## config.mk

```make
export PLATFORM = sky130hd
export DESIGN_NAME = packet_builder_axis
export DESIGN_NICKNAME = d
export VERILOG_FILES = /design/src/rtl/packet_builder_pkg.sv /design/src/rtl/axis_keep_mask.sv /design/src/rtl/packet_builder_axis.sv
export SDC_FILE = /design/constraint.sdc
export NUM_CORES = 1
export LEC_CHECK = 0
export CAP_MARGIN = 10
export CORE_AREA = 8 8 284 286
export CTS_CLUSTER_SIZE = 14
export DETAILED_ROUTE_END_ITERATION = 10
export DIE_AREA = 0 0 292 294
export GPL_ROUTABILITY_DRIVEN = 0
export GPL_TIMING_DRIVEN = 0
export HOLD_SLACK_MARGIN = 0.12
export MAX_ROUTING_LAYER = met4
export PLACE_DENSITY = 0.58
export SLEW_MARGIN = 10
export SYNTH_ARGS = -nofsm -noshare
export SYNTH_HDL_FRONTEND = slang
export SYNTH_SLANG_ARGS = --single-unit
```

## constraint.sdc

```tcl
create_clock -name clk -period 10.55 [get_ports clk]
set_input_delay 3.165 -clock clk [delete_from_list [all_inputs] [get_ports clk]]
set_output_delay 3.165 -clock clk [all_outputs]
set_load 0.1 [all_outputs]
```

## src/rtl/packet_builder_pkg.sv

```systemverilog
// Shared constants, FSM state type and payload pattern helper for the AXIS frame builder.
package packet_builder_pkg;

    localparam int ETH_HDR_BYTES = 14;
    localparam int MAC_WIDTH     = 48;
    localparam int ETYPE_WIDTH   = 16;
    localparam int SEED_WIDTH    = 8;

    localparam logic MODE_FILL = 1'b0;
    localparam logic MODE_INCR = 1'b1;

    typedef enum logic [1:0] {
        ST_IDLE,
        ST_HEAD,
        ST_BODY
    } state_t;

    // k_lo is the low byte of the frame offset; mod-256 arithmetic keeps it exact.
    function automatic logic [7:0] payload_byte(input logic [7:0] seed,
                                                input logic       mode,
                                                input logic [7:0] k_lo);
        logic [7:0] r;
        r = seed;
        case (mode)
            MODE_FILL: r = seed;
            MODE_INCR: r = seed + k_lo - 8'(ETH_HDR_BYTES);
        endcase
        return r;
    endfunction

endpackage

```

## src/rtl/axis_keep_mask.sv

```systemverilog
// Turns a remaining-byte count into a tkeep vector: bit i is set while byte i is still inside the frame.
module axis_keep_mask #(
    parameter int KEEP_WIDTH = 64,
    parameter int CNT_WIDTH  = 14
) (
    input  logic [CNT_WIDTH-1:0]  remaining,
    output logic [KEEP_WIDTH-1:0] keep
);

    genvar gi;
    generate
        for (gi = 0; gi < KEEP_WIDTH; gi++) begin : g_keep
            assign keep[gi] = (remaining > CNT_WIDTH'(gi));
        end
    endgenerate

endmodule

```

## src/rtl/packet_builder_axis.sv

```systemverilog
// Command-driven Ethernet frame generator with an AXI4-Stream master output and full backpressure.
module packet_builder_axis
    import packet_builder_pkg::*;
#(
    parameter int DATA_WIDTH = 512,
    parameter int SIZE_WIDTH = 14,
    parameter int MIN_SIZE   = 60
) (
    input  logic                      clk,
    input  logic                      rst_n,
    input  logic                      cmd_valid,
    output logic                      cmd_ready,
    input  logic [SIZE_WIDTH-1:0]     cmd_size,
    input  logic [MAC_WIDTH-1:0]      cmd_d_mac,
    input  logic [MAC_WIDTH-1:0]      cmd_s_mac,
    input  logic [ETYPE_WIDTH-1:0]    cmd_ethertype,
    input  logic [SEED_WIDTH-1:0]     cmd_seed,
    input  logic                      cmd_mode,
    output logic [DATA_WIDTH-1:0]     m_axis_tdata,
    output logic [DATA_WIDTH/8-1:0]   m_axis_tkeep,
    output logic                      m_axis_tvalid,
    input  logic                      m_axis_tready,
    output logic                      m_axis_tlast,
    output logic                      busy,
    output logic [31:0]               frames_sent
);

    localparam int BYTES = DATA_WIDTH / 8;

    state_t                  state_reg;
    logic [DATA_WIDTH-1:0]   tdata_reg;
    logic [BYTES-1:0]        tkeep_reg;
    logic                    tvalid_reg;
    logic                    tlast_reg;
    logic [31:0]             frames_sent_reg;
    logic [SIZE_WIDTH-1:0]   size_reg;
    logic [SIZE_WIDTH-1:0]   off_reg;
    logic [SEED_WIDTH-1:0]   seed_reg;
    logic                    mode_reg;

    logic                    accept_last;
    logic                    load_first;
    logic                    load_en;
    logic [SIZE_WIDTH-1:0]   eff_size;
    logic [SIZE_WIDTH-1:0]   src_off;
    logic [SIZE_WIDTH-1:0]   src_size;
    logic [SIZE_WIDTH-1:0]   src_rem;
    logic [SEED_WIDTH-1:0]   src_seed;
    logic                    src_mode;
    logic                    src_last;
    logic [DATA_WIDTH-1:0]   beat_data;
    logic [BYTES-1:0]        beat_keep;

    assign accept_last = tvalid_reg & m_axis_tready & tlast_reg;
    assign cmd_ready   = (state_reg == ST_IDLE) | accept_last;
    // Whenever a command can be taken, the beat being built is a new frame's header beat.
    assign load_first  = cmd_ready;
    assign load_en     = load_first ? cmd_valid : (tvalid_reg & m_axis_tready);
    assign eff_size    = (cmd_size < SIZE_WIDTH'(MIN_SIZE)) ? SIZE_WIDTH'(MIN_SIZE) : cmd_size;

    always_comb begin
        src_off  = off_reg + SIZE_WIDTH'(BYTES);
        src_size = size_reg;
        src_seed = seed_reg;
        src_mode = mode_reg;
        if (load_first) begin
            src_off  = '0;
            src_size = eff_size;
            src_seed = cmd_seed;
            src_mode = cmd_mode;
        end
    end

    assign src_rem  = src_size - src_off;
    assign src_last = (src_rem <= SIZE_WIDTH'(BYTES));

    axis_keep_mask #(
        .KEEP_WIDTH (BYTES),
        .CNT_WIDTH  (SIZE_WIDTH)
    ) u_keep_mask (
        .remaining  (src_rem),
        .keep       (beat_keep)
    );

    genvar gi;
    generate
        for (gi = 0; gi < BYTES; gi++) begin : g_byte
            logic [7:0] pay_byte;
            logic [7:0] hdr_byte;
            assign pay_byte = payload_byte(src_seed, src_mode, src_off[7:0] + 8'(gi));
            if (gi < 6) begin : g_dmac
                assign hdr_byte = cmd_d_mac[8*gi +: 8];
            end else if (gi < 12) begin : g_smac
                assign hdr_byte = cmd_s_mac[8*(gi-6) +: 8];
            end else if (gi < ETH_HDR_BYTES) begin : g_etype
                assign hdr_byte = cmd_ethertype[8*(gi-12) +: 8];
            end else begin : g_pay
                assign hdr_byte = pay_byte;
            end
            assign beat_data[8*gi +: 8] = load_first ? hdr_byte : pay_byte;
        end
    endgenerate

    always_ff @(posedge clk or negedge rst_n) begin
        if (!rst_n) begin
            state_reg       <= ST_IDLE;
            tdata_reg       <= '0;
            tkeep_reg       <= '0;
            tvalid_reg      <= 1'b0;
            tlast_reg       <= 1'b0;
            frames_sent_reg <= '0;
            size_reg        <= '0;
            off_reg         <= '0;
            seed_reg        <= '0;
            mode_reg        <= 1'b0;
        end else begin
            if (accept_last) begin
                frames_sent_reg <= frames_sent_reg + 32'd1;
            end
            if (load_en) begin
                tdata_reg  <= beat_data;
                tkeep_reg  <= beat_keep;
                tlast_reg  <= src_last;
                tvalid_reg <= 1'b1;
                off_reg    <= src_off;
                size_reg   <= src_size;
                seed_reg   <= src_seed;
                mode_reg   <= src_mode;
                state_reg  <= load_first ? ST_HEAD : ST_BODY;
            end else if (accept_last) begin
                tvalid_reg <= 1'b0;
                tlast_reg  <= 1'b0;
                state_reg  <= ST_IDLE;
            end
        end
    end

    assign m_axis_tdata  = tdata_reg;
    assign m_axis_tkeep  = tkeep_reg;
    assign m_axis_tvalid = tvalid_reg;
    assign m_axis_tlast  = tlast_reg;
    assign busy          = tvalid_reg;
    assign frames_sent   = frames_sent_reg;

endmodule

```

Yosys cells after proc, flatten, opt, wreduce, memory -nomap -nowiden
Cells that the tools add are included.
- add/subtract/negate cells: 194
- $lt $le $gt $ge: 66
- muxes and demuxes: 90
- bitwise gates (word level): 4
- reduce and logical (&&, ||, !) cells: 2
- operators by type and width (cell ; number):
    $pmux W8 S2 ; 64
    $add A8 B8 Y8 ; 64
    $sub A8 B4 Y8 const B ; 64
    $gt A14 B6 Y1 const B ; 32
    $add A8 B6 Y8 const B ; 32
    $gt A14 B5 Y1 const B ; 16
    $add A8 B5 Y8 const B ; 16
    $mux W8 ; 15
    $gt A14 B4 Y1 const B ; 8
    $add A8 B4 Y8 const B ; 8
    $gt A14 B3 Y1 const B ; 4
    $mux W14 ; 3
    $add A32 B1 Y32 const B ; 1
    $add A8 B3 Y8 const B ; 4
    $gt A14 B1 Y1 const B ; 2
    $gt A14 B2 Y1 const B ; 2
    $add A8 B2 Y8 const B ; 2
    $add A14 B7 Y14 const B ; 1
    $le A14 B7 Y1 const B ; 1
    $lt A14 B6 Y1 const B ; 1
    $sub A14 B14 Y14 ; 1
    $add A8 B1 Y8 const B ; 1
    $mux W2 ; 3
    $mux W1 ; 5
    5 further kinds ; 6
- flip-flop bits (word level): 649
- input port bits: 139

Logic depth before layout (Yosys ltp)
Gate-level depths: netlist of run 1.
- depth in word-level cells: 9
- depth in mapped cells: 20

By module
Synthesis of run 1 repeated with hierarchy kept, for this count alone.
- cell total of the unflattened synthesis: 3158
- area total of the unflattened synthesis: 26934.6 µm²
- by module, submodules not included (module ; times used ; cells an instance ; area an instance (µm²)):
    packet_builder_axis ; 1 ; 3033 ; 26287.7
    axis_keep_mask ; 1 ; 125 ; 646.9

Least setup slack after synthesis of run 1
Ideal clock, no wire load.
- kind: in2out
- start: in m_axis_tready
- end: out cmd_ready
- data arrival time: 5.020 ns
- required time: 7.385 ns
- setup slack: 2.365 ns
- stages on the path: 7
- buffers on the path: 4
- cell sequence: and3_1 > buf_4 > nor2_8 > inv_4 > buf_4 > buf_2 > buf_1
- longest elaborated chain between the ends: 3
- RTL lines (element ; RTL line ; RTL):
    start: declaration ; packet_builder_axis.sv:22 ; input logic m_axis_tready,
    $and A1 B1 Y1 (2 in a row) ; packet_builder_axis.sv:54 ; assign accept_last = tvalid_reg & m_axis_tready & tlast_reg;
    $or A1 B1 Y1 ; packet_builder_axis.sv:55 ; assign cmd_ready = (state_reg == ST_IDLE) | accept_last;
    end: declaration ; packet_builder_axis.sv:12 ; output logic cmd_ready,
Every way passes these cells.

Final worst setup path of run 1
Same ends and word-level chain as after synthesis.

==> out/summary.txt, run 1 <==
fmax -> 102 MHz
Syn Area/Cell -> 8.65 um^2
flop and latch count out of synthesis -> 467
commonest cells after routing, fill and taps aside -> 749 x clkdlybuf4s50_1, 467 x dfrtp_1, 397 x nand2_1, 333 x nor2_1, 326 x a21oi_1
Slew Limit Headroom -> 0.0265
largest net degree at the start of global routing -> 98
row cnt -> 102
Finished Layout Cells -> 4,911
Synth cell types -> 62
drt initial violations -> 2,474
Die Y -> 294 um
core region area -> 0.0764 mm^2
Seq/Total Area, Yosys -> 0.442
IO Port Bufs -> 750
final worst path period need -> 9760 ps
Crit. End Element -> output pin
# H-tree levels -> 2
clock-pin transition on the worst setup and hold timing paths -> 60 ps
layout cells sized above 1 -> 0.0909
Area growth, synth to finish -> 41.4%
CP max FO -> 10
Worst R2R Setup Slack -> 4560 ps
DR pass1 iterations -> 8
Reg2Reg Depth -> 16
hold_sp -> m_axis_tdata[149]
Placed Cells -> 4,802
Initial Util -> 0.346
Setup Buffers After CTS -> 0
Synth Warn # -> 0
CTS Root Cell -> clkbuf_16
reg2reg end -> m_axis_tdata[62]
RSZ-0062 raised after global routing -> false
post-synthesis async set-or-reset flop share -> 1.00
Largest register FFs -> 330
Ports -> 751
CTS buffer count -> 54
worst hold slack -> 472 ps
Max Slew Vio Count -> 0
layout net count -> 4,077
Syn Nets -> 3,261
Clock Path Buffers -> 3
Critical Path Start -> m_axis_tready
Vias -> 25,800
Max-cap violations -> 0
GRT Residual Overflow -> 0
FF-to-FF Start -> busy
hold endpoint -> m_axis_tdata[149]
Hold WC Path Type -> reg -> reg
WP data arrival -> 6600 ps
final hold vios -> 0
clock skew -> 24.4 ps
WL/cell -> 26.3 um
Hold-fix buffers, CTS -> 0
CTS sink cnt -> 467
post-cts sizing count -> 0
CTS tree -> yes
All-Layer GR Usage -> 0.294
Post-Syn Area -> 0.0264 mm^2
initial antenna violation count -> 9
Routed Antenna Nets -> 0
hold depth -> 2
worst-skew pair later-pin latency -> 640 ps
critical path launch point type -> primary input
Tcrit/Tclk final -> 0.925
commonest non-fill, non-tap cell in the layout -> clkdlybuf4s50_1
via/cell ratio -> 5.25
Mapped Cells -> 3,054
total wire length -> 129,000 um
first-pass GRT wire length -> 182,000 um
chip width -> 292 um
DPL Wire Length -> 104,000 um
DRC errors left -> 0
EDFF count, synth -> 0
vias in the first global route -> 25,100
crit path kind -> in -> out
outcome -> finished, final reports clean
die area -> 0.0858 mm^2
Main synth FF type -> dfrtp_1
setup violators final -> 0
Crit path required time -> 7390 ps
worst slew pin tran -> 1460 ps
[critical path, cell delays in order]
cell and delay, ps:
clkdlybuf4s50_1 510, and3_1 150, buf_4 160, nor2_8 80, inv_4 160, buf_4 270
buf_2 300, buf_1 530, clkdlybuf4s50_1 1250
[cell families after synthesis]
logic type / share of synthesized area
AND/OR/NAND/NOR: 0.146
AO/OA/AOI/OAI: 0.184
flip-flops: 0.442
buffers and inverters: 0.0937
XOR/XNOR: 0.0904
adder cells (fa/ha/maj): 0.0367
multiplexers: 0.00762
[metrics by stage]
step                      worst slack [ps]  utilization  TNS [ps]  area (um^2)
after floorplan                       2360            -         0        26400
after global placement              -15730        0.460  -7301410        35200
after detailed placement               829        0.463         0        35400
after CTS                              818        0.489         0        37300
after global routing                   671        0.489         0        37400
final                                  786        0.489         0        37400
[layout make-up]
| type | count | area [um^2] |
|---|---|---|
| diodes | 8 | 20.0 |
| plain buffers | 398 | 2300 |
| clock buffers | 82 | 1630 |
| clock inverters | 19 | 354 |
| fillers | 7466 | 39100 |
| inverters | 47 | 179 |
| multi-input cells | 2142 | 12300 |
| flip-flops and latches | 467 | 11700 |
| well taps | 988 | 1240 |
| repair buffers | 760 | 7690 |
[per-layer routing]
layer | up-vias | global-route usage | part of all wire
li1 | 11800 | - | -
met1 | 12600 | 0.361 | 0.40
met2 | 1188 | 0.465 | 0.46
met3 | 225 | 0.0782 | 0.092
met4 | 0 | 0.109 | 0.042
met5 | - | - | 0
[synthesized netlist by cell type, types with 11 or more instances]
cell type / number / area [um^2]
clkbuf_1: 156 / 586
and3_1: 11 / 68.8
ha_1: 52 / 651
a21o_1: 32 / 240
nand4_1: 15 / 93.8
o22ai_1: 31 / 194
nor2b_1: 13 / 81.3
xnor2_1: 146 / 1280
buf_1: 21 / 78.8
buf_2: 23 / 115
nand2_1: 397 / 1490
o31ai_1: 15 / 113
buf_4: 188 / 1410
o21ai_0: 325 / 1630
dfrtp_1: 467 / 11700
a221oi_1: 14 / 123
a31oi_1: 21 / 131
inv_1: 44 / 165
nand2b_1: 13 / 81.3
a22o_1: 11 / 96.3
a21oi_1: 327 / 1640
nand3_1: 109 / 546
nor2_1: 334 / 1250
a22oi_1: 41 / 308
xor2_1: 123 / 1080
fa_1: 16 / 320
[worst max-delay path by stage]
stage	end	slack [ps]	cells past startpoint
finish	cmd_ready	790	9
global route	cmd_ready	670	9
floorplan	cmd_ready	2360	7
global placement	m_axis_tdata[75]	-15730	1
CTS	cmd_ready	820	9
detailed placement	cmd_ready	830	9
Power of run 1 is left out: the tool's default activity adds up to more than one toggle a clock period on the data nets, which glitch-free logic cannot reach.
==> run 2: changes to the inputs <==
--- a/config.mk
+++ b/config.mk
@@ -15,6 +15,7 @@
 export HOLD_SLACK_MARGIN = 0.12
 export MAX_ROUTING_LAYER = met4
 export PLACE_DENSITY = 0.58
+export SKIP_CTS_REPAIR_TIMING = 1
 export SLEW_MARGIN = 10
 export SYNTH_ARGS = -nofsm -noshare
 export SYNTH_HDL_FRONTEND = slang
==> results of run 2 <==
Same layout as run 1: the final DEF is identical, and so are final timing and power.
Power of run 2 is left out for the same reason.
